==> config.mk <==
export PLATFORM = sky130hd
export DESIGN_NAME = rx_sync_ctrl_flat
export DESIGN_NICKNAME = d
export VERILOG_FILES = /design/src/rtl/rx_sync_ctrl_if.sv /design/src/rtl/rx_sync_ctrl.sv /design/src/flat_wrapper.sv
export SDC_FILE = /design/constraint.sdc
export NUM_CORES = 1
export LEC_CHECK = 0
export BUFFER_PORTS_ARGS = -buffer_cell sky130_fd_sc_hd__buf_2
export CAP_MARGIN = 20
export CORE_ASPECT_RATIO = 2
export CORE_UTILIZATION = 53
export CTS_CLUSTER_DIAMETER = 200
export CTS_CLUSTER_SIZE = 14
export DETAILED_ROUTE_END_ITERATION = 7
export GPL_TIMING_DRIVEN = 0
export PLACE_DENSITY = 0.88
export SETUP_SLACK_MARGIN = 0.2
export SLEW_MARGIN = 20
export SYNTH_ARGS = -nofsm -noshare
export SYNTH_HDL_FRONTEND = slang
export SYNTH_SLANG_ARGS = --single-unit
==> constraint.sdc <==
create_clock -name clk_i -period 2.5 [get_ports clk_i]
set_input_delay 0.125 -clock clk_i [delete_from_list [all_inputs] [get_ports clk_i]]
set_output_delay 0.125 -clock clk_i [all_outputs]
set_load 0.01 [all_outputs]
==> src/rtl/rx_sync_ctrl_if.sv <==
// rx_sync_ctrl_if: symbol-side and decoder-side signals of rx_sync_ctrl.
//   master : symbol source + decoder model (drives sym/valid/dec_byte/err_clr)
//   slave  : rx_sync_ctrl itself
interface rx_sync_ctrl_if;
    logic [9:0]  sym_i;
    logic        sym_valid_i;
    logic [9:0]  dec_data_o;
    logic        dec_enable_o;
    logic [7:0]  dec_byte_i;
    logic [7:0]  data_o;
    logic        data_valid_o;
    logic        comma_o;
    logic        sync_o;
    logic        code_err_o;
    logic        rd_o;
    logic        err_clr_i;
    logic [15:0] err_cnt_o;

    modport master (
        output sym_i, sym_valid_i, dec_byte_i, err_clr_i,
        input  dec_data_o, dec_enable_o, data_o, data_valid_o, comma_o,
               sync_o, code_err_o, rd_o, err_cnt_o
    );

    modport slave (
        input  sym_i, sym_valid_i, dec_byte_i, err_clr_i,
        output dec_data_o, dec_enable_o, data_o, data_valid_o, comma_o,
               sync_o, code_err_o, rd_o, err_cnt_o
    );
endinterface

==> src/rtl/rx_sync_ctrl.sv <==
// rx_sync_ctrl: receive-side sequencer in front of a 10b->8b decoder.
//   Classifies raw symbols, tracks running disparity, acquires word sync on
//   K28.5 commas and drops it on repeated code errors. Symbols go to the
//   decoder through one register stage; the decoded byte is captured one
//   cycle later and flagged valid only for symbols accepted while in sync.
// Ports:
//   clk_i, rst_i : clock (rising), async active-high reset
//   bus (slave)  : sym_i/sym_valid_i in, dec_data_o/dec_enable_o to decoder,
//                  dec_byte_i from decoder, data_o/data_valid_o/comma_o out,
//                  sync_o, code_err_o, rd_o, err_clr_i, err_cnt_o
// Build option: RX_ERR_CNT_EN builds the saturating code-error counter;
//   without it err_cnt_o is tied to 0 and err_clr_i is ignored.
module rx_sync_ctrl #(
    parameter int COMMA_CNT = 3,
    parameter int BAD_LIMIT = 3,
    parameter int GOOD_RUN  = 4
) (
    input  logic          clk_i,
    input  logic          rst_i,
    rx_sync_ctrl_if.slave bus
);
    localparam logic [1:0] LOS  = 2'd0;
    localparam logic [1:0] ACQ  = 2'd1;
    localparam logic [1:0] SYNC = 2'd2;

    logic [1:0] state, state_n;
    logic [3:0] ccnt, ccnt_n, bad, bad_n, good, good_n;
    logic       rd;
    logic [3:0] ones;
    logic       acc, invalid, comma;
    logic       comma_q, emit_q;

    assign acc   = bus.sym_valid_i;
    assign ones  = 4'($countones(bus.sym_i));
    assign comma = (bus.sym_i[9:3] == 7'b0011111) || (bus.sym_i[9:3] == 7'b1100000);
    // Bad weight, or a weight that pushes disparity further the same way.
    assign invalid = (ones < 4'd4) || (ones > 4'd6) ||
                     (ones == 4'd6 && rd) || (ones == 4'd4 && !rd);

    always_comb begin
        state_n = state;
        ccnt_n  = ccnt;
        bad_n   = bad;
        good_n  = good;
        if (acc) begin
            case (state)
                LOS: if (!invalid && comma) begin
                    state_n = (COMMA_CNT == 1) ? SYNC : ACQ;
                    ccnt_n  = 4'd1;
                end
                ACQ: if (invalid) begin
                    state_n = LOS;
                end else if (comma) begin
                    ccnt_n = ccnt + 4'd1;
                    if (ccnt_n == 4'(COMMA_CNT)) state_n = SYNC;
                end
                SYNC: if (invalid) begin
                    bad_n  = bad + 4'd1;
                    good_n = 4'd0;
                    if (bad_n == 4'(BAD_LIMIT)) state_n = LOS;
                end else begin
                    good_n = good + 4'd1;
                    if (good_n == 4'(GOOD_RUN)) begin
                        good_n = 4'd0;
                        bad_n  = (bad != 4'd0) ? bad - 4'd1 : 4'd0;
                    end
                end
                default: state_n = LOS;
            endcase
        end
        // Every entry into LOS or SYNC starts the counters from scratch.
        if (state_n != state && state_n != ACQ) begin
            ccnt_n = 4'd0;
            bad_n  = 4'd0;
            good_n = 4'd0;
        end
    end

    always_ff @(posedge clk_i or posedge rst_i) begin
        if (rst_i) begin
            state <= LOS;
            ccnt  <= 4'd0;
            bad   <= 4'd0;
            good  <= 4'd0;
            rd    <= 1'b0;
        end else begin
            state <= state_n;
            ccnt  <= ccnt_n;
            bad   <= bad_n;
            good  <= good_n;
            if (acc) begin
                if (ones >= 4'd6)      rd <= 1'b1;
                else if (ones <= 4'd4) rd <= 1'b0;
            end
        end
    end

    // Stage 1: feed the decoder, remember comma/emit alongside the symbol.
    // emit_q uses the present state, so the acquiring comma is not emitted
    // while the symbol that drops sync still is.
    always_ff @(posedge clk_i or posedge rst_i) begin
        if (rst_i) begin
            bus.dec_data_o   <= 10'd0;
            bus.dec_enable_o <= 1'b0;
            bus.code_err_o   <= 1'b0;
            comma_q          <= 1'b0;
            emit_q           <= 1'b0;
        end else begin
            if (acc) bus.dec_data_o <= bus.sym_i;
            bus.dec_enable_o <= acc;
            bus.code_err_o   <= acc && invalid;
            comma_q          <= acc && comma;
            emit_q           <= acc && (state == SYNC);
        end
    end

    // Stage 2: capture the decoder's combinational result.
    always_ff @(posedge clk_i or posedge rst_i) begin
        if (rst_i) begin
            bus.data_o       <= 8'd0;
            bus.comma_o      <= 1'b0;
            bus.data_valid_o <= 1'b0;
        end else begin
            if (bus.dec_enable_o) begin
                bus.data_o  <= bus.dec_byte_i;
                bus.comma_o <= comma_q;
            end
            bus.data_valid_o <= emit_q;
        end
    end

    assign bus.sync_o = (state == SYNC);
    assign bus.rd_o   = rd;

`ifdef RX_ERR_CNT_EN
    logic [15:0] err_cnt;
    always_ff @(posedge clk_i or posedge rst_i) begin
        if (rst_i)                                    err_cnt <= 16'd0;
        else if (bus.err_clr_i)                       err_cnt <= 16'd0;
        else if (acc && invalid && err_cnt != 16'hFFFF) err_cnt <= err_cnt + 16'd1;
    end
    assign bus.err_cnt_o = err_cnt;
`else
    logic unused_err_clr;
    assign unused_err_clr = bus.err_clr_i;
    assign bus.err_cnt_o  = 16'd0;
`endif
endmodule
==> src/flat_wrapper.sv <==
// flat-port wrapper written by rule: the top's interface ports become plain ports
module rx_sync_ctrl_flat 
#(
    parameter int COMMA_CNT = 3,
    parameter int BAD_LIMIT = 3,
    parameter int GOOD_RUN  = 4
)
  (clk_i, rst_i, bus_sym_i, bus_sym_valid_i, bus_dec_byte_i, bus_err_clr_i, bus_dec_data_o, bus_dec_enable_o, bus_data_o, bus_data_valid_o, bus_comma_o, bus_sync_o, bus_code_err_o, bus_rd_o, bus_err_cnt_o);
  rx_sync_ctrl_if bus_i ();
  input  logic clk_i;
  input  logic rst_i;
  input wire logic [$bits(bus_i.sym_i)-1:0] bus_sym_i;
  input wire logic [$bits(bus_i.sym_valid_i)-1:0] bus_sym_valid_i;
  input wire logic [$bits(bus_i.dec_byte_i)-1:0] bus_dec_byte_i;
  input wire logic [$bits(bus_i.err_clr_i)-1:0] bus_err_clr_i;
  output wire logic [$bits(bus_i.dec_data_o)-1:0] bus_dec_data_o;
  output wire logic [$bits(bus_i.dec_enable_o)-1:0] bus_dec_enable_o;
  output wire logic [$bits(bus_i.data_o)-1:0] bus_data_o;
  output wire logic [$bits(bus_i.data_valid_o)-1:0] bus_data_valid_o;
  output wire logic [$bits(bus_i.comma_o)-1:0] bus_comma_o;
  output wire logic [$bits(bus_i.sync_o)-1:0] bus_sync_o;
  output wire logic [$bits(bus_i.code_err_o)-1:0] bus_code_err_o;
  output wire logic [$bits(bus_i.rd_o)-1:0] bus_rd_o;
  output wire logic [$bits(bus_i.err_cnt_o)-1:0] bus_err_cnt_o;
  assign bus_i.sym_i = bus_sym_i;
  assign bus_i.sym_valid_i = bus_sym_valid_i;
  assign bus_i.dec_byte_i = bus_dec_byte_i;
  assign bus_i.err_clr_i = bus_err_clr_i;
  assign bus_dec_data_o = bus_i.dec_data_o;
  assign bus_dec_enable_o = bus_i.dec_enable_o;
  assign bus_data_o = bus_i.data_o;
  assign bus_data_valid_o = bus_i.data_valid_o;
  assign bus_comma_o = bus_i.comma_o;
  assign bus_sync_o = bus_i.sync_o;
  assign bus_code_err_o = bus_i.code_err_o;
  assign bus_rd_o = bus_i.rd_o;
  assign bus_err_cnt_o = bus_i.err_cnt_o;
  rx_sync_ctrl #(.COMMA_CNT(COMMA_CNT), .BAD_LIMIT(BAD_LIMIT), .GOOD_RUN(GOOD_RUN)) u_core (.clk_i(clk_i), .rst_i(rst_i), .bus(bus_i));
endmodule
# Word level (Yosys, flattened, before mapping)
# Index checks and enable logic that the tools add are counted.
# op_classes
order_cmp	4
muxes	27
reduce_logical	24
eq_ne	14
add_sub_neg	13
# op_table
operator	n
$mux 4	16
$add 4x4->4	4
$mux 2	7
$add 4x1->4 const B	3
$eq 4x3->1 const B	3
$add 1x1->2	5
$eq 4x2->1 const B	2
$pmux 4 s2	1
$eq 7x5->1 const B	1
$eq 7x7->1 const B	1
$logic_and 1x1->1	7
$ne 3x1->1 const B	2
$pmux 2 s3	1
$reduce_bool 2->1	3
$reduce_bool 3->1	2
$reduce_and 5->1	1
$ge 4x3->1 const B	1
$gt 4x3->1 const B	1
$le 4x3->1 const B	1
$logic_or 1x1->1	4
$lt 4x3->1 const B	1
$reduce_and 2->1	2
$reduce_bool 4->1	1
$sub 4x1->4 const B	1
other kinds (9)	11
# totals
input_bits	22
elab_cells	95
output_inout_bits	40
regBits	39

# Depth between registers and ports, before layout
# Gate-level depths: netlist (run 1).
# depth
depth_word	17
depth_mapped	13

# Worst setup path after synthesis (run 1)
# OpenSTA, ideal clock, no wires.
# synth_timing
kind	input-to-reg
startpoint	in bus_sym_i[0]
endpoint	reg u_core.good[3]
setup_slack_ps	-1190
stages	12
arrival_ps	3617
setup_time_ps	74
path_buffers	1
path_cell_list	ha_1 inv_1 fa_1 fa_1 fa_1 fa_1 or3_4 o41ai_2 nand2_2 buf_6 or4_4 a21oi_2
# synth_between
elab_chain_len	17
elab_cells_between_ends	30
# synth_lines
element	line	text
from (decl)	flat_wrapper.sv:12	input wire logic [$bits(bus_i.sym_i)-1:0] bus_sym_i;
$add 1x1->2 (not written as such) (*)	rx_sync_ctrl.sv:34	assign ones = 4'($countones(bus.sym_i));
$add 4x4->4 (not written as such) (*) (3 in a row)	rx_sync_ctrl.sv:34	
$lt 4x3->1 (tied with other cells)	rx_sync_ctrl.sv:37	assign invalid = (ones < 4'd4) || (ones > 4'd6) ||
$logic_or 1x1->1 / $logic_and 1x1->1 (equally long branches)	rx_sync_ctrl.sv:37, rx_sync_ctrl.sv:38	
$logic_or 1x1->1	rx_sync_ctrl.sv:37	
$logic_or 1x1->1 (*)	rx_sync_ctrl.sv:38	(ones == 4'd6 && rd) || (ones == 4'd4 && !rd);
$logic_not 1->1	rx_sync_ctrl.sv:47	LOS: if (!invalid && comma) begin
$logic_and 1x1->1	rx_sync_ctrl.sv:47	
$mux 2	rx_sync_ctrl.sv:47	
$pmux 2 s3	rx_sync_ctrl.sv:46	case (state)
$mux 2	rx_sync_ctrl.sv:45	if (acc) begin
$ne 2x2->1 / $ne 2x1->1 (equally long branches)	rx_sync_ctrl.sv:72	if (state_n != state && state_n != ACQ) begin
$logic_and 1x1->1	rx_sync_ctrl.sv:72	
$reduce_bool 2->1 (no line)	--	
$reduce_and 2->1 (no line)	--	
to (signal assigned)	rx_sync_ctrl.sv:90	good <= good_n;
to (decl)	rx_sync_ctrl.sv:27	logic [3:0] ccnt, ccnt_n, bad, bad_n, good, good_n;
# Every way passes the cells marked *; elsewhere a longest branch is shown, timed or not. The select of a mux whose other input is x is not followed.
# A chain may end at the register's enable or synchronous reset.

# Worst setup path after layout (run 1)
# layout_timing
startpoint	in bus_sym_i[4]
endpoint	reg u_core.ccnt[2]
# layout_between
elab_chain_len	17
elab_cells_between_ends	34
# layout_lines
element	line	text
$add 1x1->2 (not written as such)	rx_sync_ctrl.sv:34	
$add 4x4->4 (not written as such) (3 in a row)	rx_sync_ctrl.sv:34	
$lt 4x3->1 (tied with other cells)	rx_sync_ctrl.sv:37	
$logic_or 1x1->1 / $logic_and 1x1->1 (equally long branches)	rx_sync_ctrl.sv:37, rx_sync_ctrl.sv:38	
$logic_or 1x1->1	rx_sync_ctrl.sv:37	
$logic_or 1x1->1	rx_sync_ctrl.sv:38	
$logic_not 1->1	rx_sync_ctrl.sv:47	
$logic_and 1x1->1	rx_sync_ctrl.sv:47	
$mux 2	rx_sync_ctrl.sv:47	
$pmux 2 s3	rx_sync_ctrl.sv:46	
$mux 2	rx_sync_ctrl.sv:45	
$ne 2x2->1 / $ne 2x1->1 (equally long branches)	rx_sync_ctrl.sv:72	
$logic_and 1x1->1	rx_sync_ctrl.sv:72	
$ne 3x3->1 (no line) (tied with other cells)	--	
$reduce_and 5->1 (no line)	--	
to (signal assigned)	rx_sync_ctrl.sv:88	ccnt <= ccnt_n;
to (decl)	rx_sync_ctrl.sv:27	
# Parallel ways exist; a longest one is shown, timed or not.

==> impl_results.md, run 1 <==
* Placement-stage cell area at 2890 µm²
* Post-Route Skew at 0.00699 ns
* Synthesized instance count at 228
* Net switching fraction of the power at 38.2%
* Number of hold violations in the final report at 0
* Top-count cell post-synth: sky130_fd_sc_hd__dfrtp_1
* Crit path capture type: flip-flop
* Minimum setup slack among reg-to-reg paths at 0.02 ns
* Synthesized area per cell at 10.7 µm²
* Maximum number of pins on one net before global-route repair at 24
* Crit path setup slack, layout at -0.903 ns
* Number of distinct library cell variants in the gate-level netlist after synthesis at 53
* Critical Setup Path Class: input port to flip-flop
* Fraction of synthesis flops using an asynchronous set or reset pin at 100%
* Share of synthesized area occupied by flip-flops and latches at 39.9%
* Number of enable-type register cells in the synthesized netlist at 0
* Final-layout worst hold slack at 0.0525 ns
* Pins over their slew limit at 0
* Number of CTS-inserted buffers at 5
* Cell-internal power at 0.00167 W
* Remaining DRCs at 0
* Effective utilization at floorplan at 55.8%
* Cell with the largest stage delay on the worst path: sky130_fd_sc_hd__fa_1
* Share of final-layout standard cells stronger than drive strength 1 at 46.7%
* Fraction of power consumed by sequential logic at 28.8%
* Number of violations reported at the end of detailed-routing iteration 0 at 83
* Top area cells in the synthesized netlist: sky130_fd_sc_hd__dfrtp_1 (40%), sky130_fd_sc_hd__mux2_2 (8.7%), sky130_fd_sc_hd__ha_1 (7.2%), sky130_fd_sc_hd__fa_1 (4.9%), sky130_fd_sc_hd__buf_4 (4.9%)
* Post-Place Setup Slack at -1.31 ns
* All-Layer GR Usage at 27.2%
* Clock network power share at 19.9%
* Seq cells post-synth at 39
* Stage delay of the slowest cell on the critical path at 0.55 ns
* Nets at 356
* Via count of the first global-routing pass at 2,140
* Initial antenna violation count at 0
* Largest area contributor in the synthesized netlist: sky130_fd_sc_hd__dfrtp_1
* Crit path arrival time at 3.64 ns
* Crit path launch type: input port
* Switching component of the power at 0.00103 W
* Clock transition at the register clock pins on the worst setup and hold paths after CTS at 0.08 ns
* R2r endpoint: u_core.bad[3]
* Clock insertion delay at the later pin of the skew report at 0.30 ns
* End point of the most critical hold path: u_core.bus.data_o[1]
* Worst IR drop on VDD at 0.000638 V
* DIE WIDTH at 50.0 µm
* Area fraction of the dominant cell type after synthesis at 39.9%
* Violated checks: negative setup slack
* Inserted Diodes at 0
* Setup violators final at 16
* Outcome: finished, violations left
* First-pass iteration count of the detailed router at 4
* Most instantiated flip-flop cell in the synthesis netlist: sky130_fd_sc_hd__dfrtp_1
* Power per cell area at 813 nW/µm²
* Signed area change from the synthesized netlist to the final layout at 36.0%
* Cell types with the highest counts after synthesis: sky130_fd_sc_hd__dfrtp_1 (39), sky130_fd_sc_hd__inv_1 (22), sky130_fd_sc_hd__mux2_2 (19)
* Portion of total power attributed to combinational logic at 51.4%
* Cells along the critical path: buf_8 -> ha_4 -> inv_2 -> fa_1 -> fa_1 -> fa_2 -> fa_2 -> or3_4 -> o41a_4 -> nor3_4 -> nand4b_1 -> nor3b_2 -> a211o_1
* Summed instance area of the synthesized netlist at 2450 µm²
* I/O Pins at 62
* Average wire per standard cell at 19.1 µm
* # Max-Cap Violations at 0
* Number of stages on the worst hold path at 2
* Total via count after detailed routing at 2,111
* Crit share post-route at 136%
* Sinks on the clock net at 39
* Reg2reg path depth at 7
* Required @ worst endpoint at 2.74 ns
* Unrepaired setup endpoints after global routing: true
* Number of routed nets with antenna violations at 0
* Static Leakage at 1.57 nW
* Max FO, Critical Path at 4
* Post-layout utilization of the core at 75.9%
* Transition at the pin with the smallest max-transition slack at 0.897 ns
* Clock Path Buffers at 2
* Overall power of the completed layout at 0.00270 W
* Maximum frequency from static timing analysis at 294 MHz
* Die Span Y at 98.1 µm
* Core area at 4380 µm²
* Number of rows created at floorplan at 34
* Vias/cell at 5.72
* Number of H-tree levels at 2
* Die Outline Area at 4910 µm²
* Start point of the worst min-delay path: bus_dec_byte_i[1]
* CTS root buffer: sky130_fd_sc_hd__clkbuf_8
* Total number of yosys warnings at 0
* Final global-route overflow total at 0
* Total wire length after detailed routing at 7.05 mm
* Post-route design area at 3330 µm²
* Critical path buffers and inverters at 2
* Wire length of the first global-routing pass at 10.0 mm
* Clock tree from TritonCTS: built
* Clock period minus worst slack at 3.40 ns
* Post-detailed-placement half-perimeter wirelength at 4.17 mm
* Relative slew margins at 39.6%
* Final weighted congestion in routability-driven placement at 0.883
* Total of buffers placed on input and output ports at 44
* Cell type group with the largest total delay on the critical path: adder cells
* HP Class: input port to flip-flop
* FF-to-FF Start: u_core.good[0]
metal layers:
metal / GRT usage, % / routed length [µm]
met2: 52.3 / 4030
met5: 0 / 0
met1: 25.4 / 2210
met3: 4.21 / 369
met4: 15.2 / 443
flip-flops by register name, summed over array words and instances (netlist names):
signal and cells:
u_core.ccnt 4, u_core.comma_q 1, u_core.bus.dec_enable_o 1, u_core.good 4
u_core.emit_q 1, u_core.bad 4, u_core.bus.data_o 8, u_core.bus.dec_data_o 10
u_core.bus.data_valid_o 1, u_core.state 2, u_core.bus.comma_o 1, u_core.bus.code_err_o 1
u_core.bus.rd_o 1
logic make-up after synthesis:
family | synth area share (%)
other | 0.153
AO/OA/AOI/OAI | 13.2
flip-flops | 39.9
multiplexers | 9.97
adder cells (fa/ha/maj) | 12.1
buffers and inverters | 9.21
AND/OR/NAND/NOR | 14.4
XOR/XNOR | 1.07
cell usage in the layout, fill, tap and decap left out, drive strengths merged, types with 2 or more instances in the layout:
cell type     n
dlygate4sd3   2
nand2        14
fa            6
xor2          2
nand3         5
o2bb2ai       2
a211o         2
nand4         3
dfrtp        39
or3           2
a211oi        4
mux2         19
o21ai         8
mux2i         3
nor2          8
a31oi         3
nor3b         2
a21oi        12
nor2b         4
buf          79
nor4bb        2
ha           14
clkinv        2
clkbuf        8
conb         16
and3          2
nor3          9
and2          2
o31ai         2
inv          22
nand2b        2
worst max path at each step:
stage	start	end	slack [ns]	depth (start not counted)
2_1_floorplan	bus_sym_i[5]	u_core.ccnt[2]	-0.95	12
3_3_place_gp	bus_sym_i[5]	u_core.ccnt[2]	-1.23	13
3_5_place_dp	bus_sym_i[3]	u_core.ccnt[2]	-1.31	13
4_1_cts	bus_sym_i[4]	u_core.ccnt[2]	-0.93	13
5_1_grt	bus_sym_i[4]	u_core.ccnt[0]	-1.00	14
6_report	bus_sym_i[4]	u_core.ccnt[2]	-0.90	13
power by group through the flow:
stage	sequential, W	combinational [W]	clock [W]
floorplan	0.000786	0.000713	0
CTS	0.000764	0.00121	0.000534
finish	0.000777	0.00139	0.000537
global placement	0.000769	0.000902	0
detailed placement	0.000775	0.000936	0
global route	0.000782	0.00148	0.000561
what timing repair did:
item                                    in CTS  in global routing
cloned                                       0                  0
gates resized for setup                     30                  7
hold endpoints to repair                    17                  0
endpoints found under the setup margin      16                 16
pin swaps                                   18                 14
buffers inserted                            12                  5
hold buffers                                 2                  0
layout make-up:
cell class | instances | area [µm²]
Buffer | 20 | 146
Clock inverter | 3 | 43.8
Clock buffer | 5 | 68.8
Timing Repair Buffer | 64 | 455
Tap cell | 54 | 67.6
Multi-Input combinational cell | 162 | 1490
Sequential cell | 39 | 976
Fill cell | 261 | 1060
Inverter | 22 | 82.6
worst register-to-register path, cell delays in order, from the launching register on:
cell	delay [ns]
sky130_fd_sc_hd__dfrtp_1	0.46
sky130_fd_sc_hd__ha_1	0.27
sky130_fd_sc_hd__nor2b_1	0.19
sky130_fd_sc_hd__a21oi_1	0.10
sky130_fd_sc_hd__o21ai_0	0.72
sky130_fd_sc_hd__o21ai_4	0.20
sky130_fd_sc_hd__or3_1	0.35
sky130_fd_sc_hd__a21oi_1	0.13
metrics by stage:
| step | cells | setup TNS [ns] |
|---|---|---|
| 6_report | 369 | -13.01 |
| 4_1_cts | 364 | -12.67 |
| 3_3_place_gp | 341 | -17.26 |
| 5_1_grt | 369 | -14.59 |
| 2_1_floorplan | 243 | -12.89 |
| 3_5_place_dp | 342 | -18.16 |
(Power assumes the default switching activity.)
==> run 2, diff against run 1 <==
--- a/config.mk
+++ b/config.mk
@@ -8,12 +8,15 @@
 export BUFFER_PORTS_ARGS = -buffer_cell sky130_fd_sc_hd__buf_2
 export CAP_MARGIN = 20
 export CORE_ASPECT_RATIO = 2
-export CORE_UTILIZATION = 53
+export CORE_UTILIZATION = 55
+export CTS_BUF_LIST = sky130_fd_sc_hd__clkbuf_4
 export CTS_CLUSTER_DIAMETER = 200
 export CTS_CLUSTER_SIZE = 14
 export DETAILED_ROUTE_END_ITERATION = 7
 export GPL_TIMING_DRIVEN = 0
-export PLACE_DENSITY = 0.88
+export HOLD_SLACK_MARGIN = 0.08
+export PLACE_DENSITY = 0.9
+export REMOVE_ABC_BUFFERS = 1
 export SETUP_SLACK_MARGIN = 0.2
 export SLEW_MARGIN = 20
 export SYNTH_ARGS = -nofsm -noshare
==> run 2 against run 1 <==
Against the previous run:
- the flow still finishes with violations (negative setup slack)
- fmax is 3.6% lower
- sequential power is essentially flat
- register-to-register slack lost 0.14 ns
- critical path type unchanged
- largest cell class unchanged
==> impl_results.md, run 2 (synthesized netlist as in run 1, its figures left out) <==
* Average wire per standard cell at 20.3 µm
* Wire length of the first global-routing pass at 11.0 mm
* Sinks on the clock net at 39
* Number of routed nets with antenna violations at 0
* Die Outline Area at 4730 µm²
* Largest register FFs at 10
* Signed area change from the synthesized netlist to the final layout at 39.7%
* Core area at 4300 µm²
* Cell type group with the largest total delay on the critical path: adder cells
* Clock Path Buffers at 2
* Post-detailed-placement half-perimeter wirelength at 3.78 mm
* Total via count after detailed routing at 2,197
* Final-layout worst hold slack at 0.221 ns
* Initial antenna violation count at 0
* I/O Pins at 62
* Most frequent cells in the layout: sky130_fd_sc_hd__dfrtp_1 (39), sky130_fd_sc_hd__buf_2 (38), sky130_fd_sc_hd__dlygate4sd3_1 (20)
* Final weighted congestion in routability-driven placement at 0.935
* First-pass iteration count of the detailed router at 4
* Maximum number of pins on one net before global-route repair at 25
* Crit path setup slack, layout at -1.03 ns
* Cell total after placement at 322
* Critical Setup Path Class: input port to flip-flop
* Unrepaired setup endpoints after global routing: true
* Post-layout utilization of the core at 79.5%
* Clock insertion delay at the later pin of the skew report at 0.37 ns
* Critical path buffers and inverters at 2
* Number of H-tree levels at 2
* Clock transition at the register clock pins on the worst setup and hold paths after CTS at 0.14 ns
* Crit share post-route at 141%
* Relative slew margins at 29.9%
* All-Layer GR Usage at 32.0%
* Pins over their slew limit at 0
* Number of hold violations in the final report at 0
* Crit path arrival time at 3.79 ns
* Inserted Diodes at 0
* # Max-Cap Violations at 0
* Post-route insts no fill at 374
* Total wire length after detailed routing at 7.61 mm
* Power per cell area at 798 nW/µm²
* Remaining DRCs at 0
* Cell with the largest stage delay on the worst path: sky130_fd_sc_hd__fa_2
* DIE WIDTH at 49.2 µm
* Vias/cell at 5.87
* Share of final-layout standard cells stronger than drive strength 1 at 44.4%
* Max FO, Critical Path at 5
* Post-Route Skew at 0.0240 ns
* Clock tree from TritonCTS: built
* CTS root buffer: sky130_fd_sc_hd__clkbuf_4
* Most numerous cell on the critical path: sky130_fd_sc_hd__fa_2
* Nets at 361
* Via count of the first global-routing pass at 2,221
* Violated checks: negative setup slack
* Number of rows created at floorplan at 34
* Effective utilization at floorplan at 56.9%
* HP Class: input port to flip-flop
* Number of violations reported at the end of detailed-routing iteration 0 at 106
* Crit path launch type: input port
* Static Leakage at 1.56 nW
* Maximum frequency from static timing analysis at 283 MHz
* Outcome: finished, violations left
* Setup violators final at 16
* Clock period minus worst slack at 3.53 ns
* Post-Place Setup Slack at -1.58 ns
* Overall power of the completed layout at 0.00273 W
* Crit path capture type: flip-flop
* Total of buffers placed on input and output ports at 44
* Die Span Y at 96.3 µm
* Most frequent standard cell in the layout excluding fill and tap cells: sky130_fd_sc_hd__dfrtp_1
* Number of CTS-inserted buffers at 5
* Worst IR drop on VDD at 0.000653 V
* Required @ worst endpoint at 2.76 ns
* Final global-route overflow total at 0
* Largest registers: u_core.bus.dec_data_o x10, u_core.bus.data_o x8
* Largest register by flop count: u_core.bus.dec_data_o
* Stage delay of the slowest cell on the critical path at 0.60 ns
* Cells along the critical path: buf_6 -> ha_4 -> inv_2 -> fa_2 -> fa_1 -> fa_2 -> fa_2 -> or3_4 -> o41a_4 -> nor3_4 -> nand2_2 -> o221a_2 -> a211o_1
* Transition at the pin with the smallest max-transition slack at 1.04 ns
[run 2: layout make-up]
| type | instances | area (µm²) |
|---|---|---|
| clock buffer | 5 | 37.5 |
| fill | 219 | 880 |
| tap | 54 | 67.6 |
| timing repair buffer | 88 | 701 |
| inverter | 22 | 82.6 |
| multi-input combinational | 163 | 1510 |
| clock inverter | 3 | 43.8 |
| sequential | 39 | 976 |
[run 2: where the power goes]
| part | switching, W | internal [W] | total, W | leakage [nW] |
|---|---|---|---|---|
| sequential | 0.0000793 | 0.000698 | 0.000777 | 0.492 |
| combinational | 0.000782 | 0.000722 | 0.00150 | 1.03 |
| clock | 0.000237 | 0.000211 | 0.000448 | 0.0452 |
| total | 0.00110 | 0.00163 | 0.00273 | 1.56 |
[run 2: metrics by stage]
step	instance area, µm²	setup TNS [ns]
CTS	3290	-11.04
global placement	2650	-21.29
finish	3420	-13.92
floorplan	2360	-16.32
detailed placement	2680	-22.75
global route	3420	-14.47
[run 2: routing by layer]
| layer | GRT usage, % | wire [µm] | vias to the layer above |
|---|---|---|---|
| met5 | 0 | 0 | - |
| met4 | 19.6 | 327 | 0 |
| met3 | 5.85 | 464 | 43 |
| met2 | 59.2 | 4000 | 128 |
| met1 | 32.4 | 2820 | 1074 |
| li1 | - | - | 952 |
[run 2: worst register-to-register path, cell delays in order (launching register included)]
cell and delay (ns):
sky130_fd_sc_hd__dfrtp_1 0.47, sky130_fd_sc_hd__ha_1 0.24, sky130_fd_sc_hd__nor2b_1 0.23, sky130_fd_sc_hd__a21oi_1 0.07
sky130_fd_sc_hd__o21ai_0 0.83, sky130_fd_sc_hd__o21ai_4 0.20, sky130_fd_sc_hd__or3_1 0.40, sky130_fd_sc_hd__a21oi_2 0.13
[run 2: path summary, 6_finish.rpt]
| path | from | to | slack [ns] | cells past startpoint |
|---|---|---|---|---|
| max reg2reg | u_core.good[1] | u_core.bad[3] | -0.12 | 7 |
| min in group asynchronous | rst_i | u_core.bus.data_o[4] | 0.27 | 3 |
| max | bus_sym_i[1] | u_core.ccnt[2] | -1.03 | 13 |
| min reg2reg | u_core.emit_q | u_core.bus.data_valid_o | 0.37 | 0 |
| min | bus_sym_i[4] | u_core.comma_q | 0.22 | 3 |
| max in group asynchronous | rst_i | u_core.bad[3] | 1.74 | 4 |
[run 2: repair_timing]
item / CTS / global route
pin swaps: 18 / 12
resized for setup: 38 / 21
hold buffers: 20 / 0
cloned: 1 / 0
endpoints found under the hold margin: 58 / 0
buffers inserted: 17 / 6
setup endpoints to repair: 16 / 16
==> run 3, diff against run 2 <==
--- a/config.mk
+++ b/config.mk
@@ -5,6 +5,7 @@
 export SDC_FILE = /design/constraint.sdc
 export NUM_CORES = 1
 export LEC_CHECK = 0
+export ABC_AREA = 1
 export BUFFER_PORTS_ARGS = -buffer_cell sky130_fd_sc_hd__buf_2
 export CAP_MARGIN = 20
 export CORE_ASPECT_RATIO = 2
==> run 3 against run 2 <==
Against the previous run:
- synthesized cell count increased by 26%
- largest power group unchanged
- die area is essentially flat
- the flow still finishes with violations (negative setup slack)
- combinational power shrank 19%
- count of clock-buffer cells in the layout is the same
- clock power is 2% higher
- core utilization is 3.3 points lower
==> impl_results.md, run 3 <==
* Post-Place Setup Slack at -1.41 ns
* Max FO, Critical Path at 3
* Unrepaired setup endpoints after global routing: true
* DIE WIDTH at 49.2 µm
* Average wire per standard cell at 17.8 µm
* Most numerous cell on the critical path: sky130_fd_sc_hd__nor2_4
* Worst IR drop on VDD at 0.000635 V
* Crit path launch type: input port
* Synthesized instance count at 288
* Cell with the largest stage delay on the worst path: sky130_fd_sc_hd__fa_2
* Clock tree from TritonCTS: built
* Violated checks: negative setup slack
* Top-count cell post-synth: sky130_fd_sc_hd__nand2_1
* Cells along the critical path: buf_2 -> ha_4 -> inv_2 -> fa_1 -> fa_1 -> fa_2 -> fa_2 -> nand2_2 -> nor2_4 -> nor2_4 -> nand2_4 -> nand2_4 -> o211ai_4 -> inv_2 -> nor2_4 -> buf_4 -> nor2_2 -> nand2_1 -> o21ai_2
* Cell types with the highest counts after synthesis: sky130_fd_sc_hd__nand2_1 (73), sky130_fd_sc_hd__dfrtp_1 (39), sky130_fd_sc_hd__inv_1 (39)
* Area fraction of the dominant cell type after synthesis at 39.9%
* Fraction of synthesis flops using an asynchronous set or reset pin at 100%
* Number of hold violations in the final report at 0
* Pins over their slew limit at 0
* Largest area contributor in the synthesized netlist: sky130_fd_sc_hd__dfrtp_1
* Post-Route Skew at 0.0140 ns
* Most instantiated flip-flop cell in the synthesis netlist: sky130_fd_sc_hd__dfrtp_1
* Total via count after detailed routing at 2,319
* Final sum of negative setup slack at -13.30 ns
* Crit share post-route at 141%
* Cell total after placement at 382
* Power per cell area at 755 nW/µm²
* Clock period minus worst slack at 3.53 ns
* Clock Path Buffers at 2
* Share of synthesized area occupied by flip-flops and latches at 39.9%
* Core area at 4300 µm²
* Critical Setup Path Class: input port to flip-flop
* Total wire length after detailed routing at 7.52 mm
* Share of final-layout standard cells stronger than drive strength 1 at 33.2%
* Vias/cell at 5.50
* Fill count at 267
* Maximum number of pins on one net before global-route repair at 36
* Clock transition at the register clock pins on the worst setup and hold paths after CTS at 0.14 ns
* Largest register by flop count: u_core.bus.dec_data_o
* Required @ worst endpoint at 2.78 ns
* Number of rows created at floorplan at 34
* Largest registers: u_core.bus.dec_data_o x10, u_core.bus.data_o x8
* Post-route insts no fill at 422
* Number of CTS-inserted buffers at 5
* Wire length of the first global-routing pass at 11.0 mm
* Sinks on the clock net at 39
* Final global-route overflow total at 0
* Maximum frequency from static timing analysis at 283 MHz
* First-pass iteration count of the detailed router at 4
* Stage delay of the slowest cell on the critical path at 0.59 ns
* Post-detailed-placement half-perimeter wirelength at 3.67 mm
* Number of distinct library cell variants in the gate-level netlist after synthesis at 31
* Number of enable-type register cells in the synthesized netlist at 0
* Die Outline Area at 4740 µm²
* Most frequent cells in the layout: sky130_fd_sc_hd__nand2_1 (70), sky130_fd_sc_hd__buf_2 (40), sky130_fd_sc_hd__dfrtp_1 (39)
* Seq cells post-synth at 39
* Static Leakage at 1.67 nW
* Final weighted congestion in routability-driven placement at 0.841
* Largest register FFs at 10
* Via count of the first global-routing pass at 2,371
* Number of H-tree levels at 2
* Total number of yosys warnings at 0
* All-Layer GR Usage at 31.7%
* Number of violations reported at the end of detailed-routing iteration 0 at 99
* Initial antenna violation count at 0
* Inserted Diodes at 0
* Crit path capture type: flip-flop
* Crit path setup slack, layout at -1.03 ns
* Outcome: finished, violations left
* Total of buffers placed on input and output ports at 44
* I/O Pins at 62
* Minimum setup slack among reg-to-reg paths at 0.17 ns
* Crit path arrival time at 3.80 ns
* Most frequent standard cell in the layout excluding fill and tap cells: sky130_fd_sc_hd__nand2_1
* Signed area change from the synthesized netlist to the final layout at 33.8%
* # Max-Cap Violations at 0
* Summed instance area of the synthesized netlist at 2450 µm²
* Die Span Y at 96.3 µm
* Top area cells in the synthesized netlist: sky130_fd_sc_hd__dfrtp_1 (40%), sky130_fd_sc_hd__nand2_1 (11%), sky130_fd_sc_hd__ha_1 (7.2%), sky130_fd_sc_hd__inv_1 (6.0%), sky130_fd_sc_hd__fa_1 (4.9%)
* Setup violators final at 16
* Transition at the pin with the smallest max-transition slack at 0.556 ns
* Synthesized area per cell at 8.50 µm²
* Number of routed nets with antenna violations at 0
* Remaining DRCs at 0
* CTS root buffer: sky130_fd_sc_hd__clkbuf_4
* HP Class: input port to flip-flop
* Effective utilization at floorplan at 57.0%
* Nets at 409
* Clock insertion delay at the later pin of the skew report at 0.38 ns
* Relative slew margins at 62.9%
[run 3: cell type report]
class	count	area (µm²)	share of cell area, %
sequential	39	976	29.8
inverter	43	169	5.16
timing repair buffer	77	583	17.8
tap	54	67.6	2.06
clock buffer	5	37.5	1.15
multi-input combinational	201	1400	42.6
clock inverter	3	46.3	1.41
[run 3: worst max-delay path, delay by kind of cell]
family	cells	cell delay, ns
fa+ha+maj	5	2.30
simple gates	8	0.68
compound gates	2	0.30
buf+inv	4	0.39
[run 3: repair_timing]
item	4_1_cts	5_1_grt
hold endpoints to repair	58	0
hold buffers	20	0
setup buffers	6	6
setup endpoints to repair	16	16
resized for setup	30	23
pin swaps	19	24
[run 3: kinds of logic (layout without fill, tap and decap cells)]
family	count (synthesis)	after routing	share of synthesized area, %
fa+ha+maj	20	20	12.1
mux	9	9	4.14
simple gates	129	129	24.3
buf+inv	63	128	12.1
other cells	1	16	0.153
xor+xnor	5	5	1.79
compound gates	22	22	5.52
flops	39	39	39.9
[run 3: where the power goes]
| group | internal, W | switching [W] |
|---|---|---|
| Sequential | 0.000709 | 0.0000926 |
| Clock | 0.000213 | 0.000245 |
| Combinational | 0.000507 | 0.000706 |
[run 3: stage by stage]
| stage | instance area [µm²] | total power [W] | util, % | hold WS [ns] |
|---|---|---|---|---|
| 2_1_floorplan | 2370 | 0.00140 | - | 0.156 |
| 3_3_place_gp | 2660 | 0.00156 | 61.8 | 0.336 |
| 3_5_place_dp | 2680 | 0.00160 | 62.3 | 0.0222 |
| 4_1_cts | 3130 | 0.00220 | 72.9 | 0.139 |
| 5_1_grt | 3280 | 0.00262 | 76.2 | 0.147 |
| 6_report | 3280 | 0.00247 | 76.2 | 0.146 |
[run 3: worst paths after layout]
check,startpoint,depth (start not counted),to
setup / recovery,bus_sym_i[1],19,u_core.ccnt[1]
hold / removal,bus_sym_valid_i,3,u_core.bus.dec_data_o[2]
setup reg to reg,u_core.ccnt[0],14,u_core.ccnt[1]
hold reg to reg,u_core.emit_q,0,u_core.bus.data_valid_o
max in group asynchronous,rst_i,4,u_core.good[0]
min in group asynchronous,rst_i,3,u_core.bus.dec_data_o[1]
[run 3: routing by layer]
metal / vias to the layer above / track usage, % / part of all wire (%) / wire length, µm
li1: 1038 / - / - / -
met1: 1112 / 31.5 / 32 / 2440
met2: 121 / 58.8 / 54 / 4090
met3: 48 / 5.21 / 4.9 / 366
met4: 0 / 21.8 / 8.3 / 621
met5: - / 0 / 0 / 0
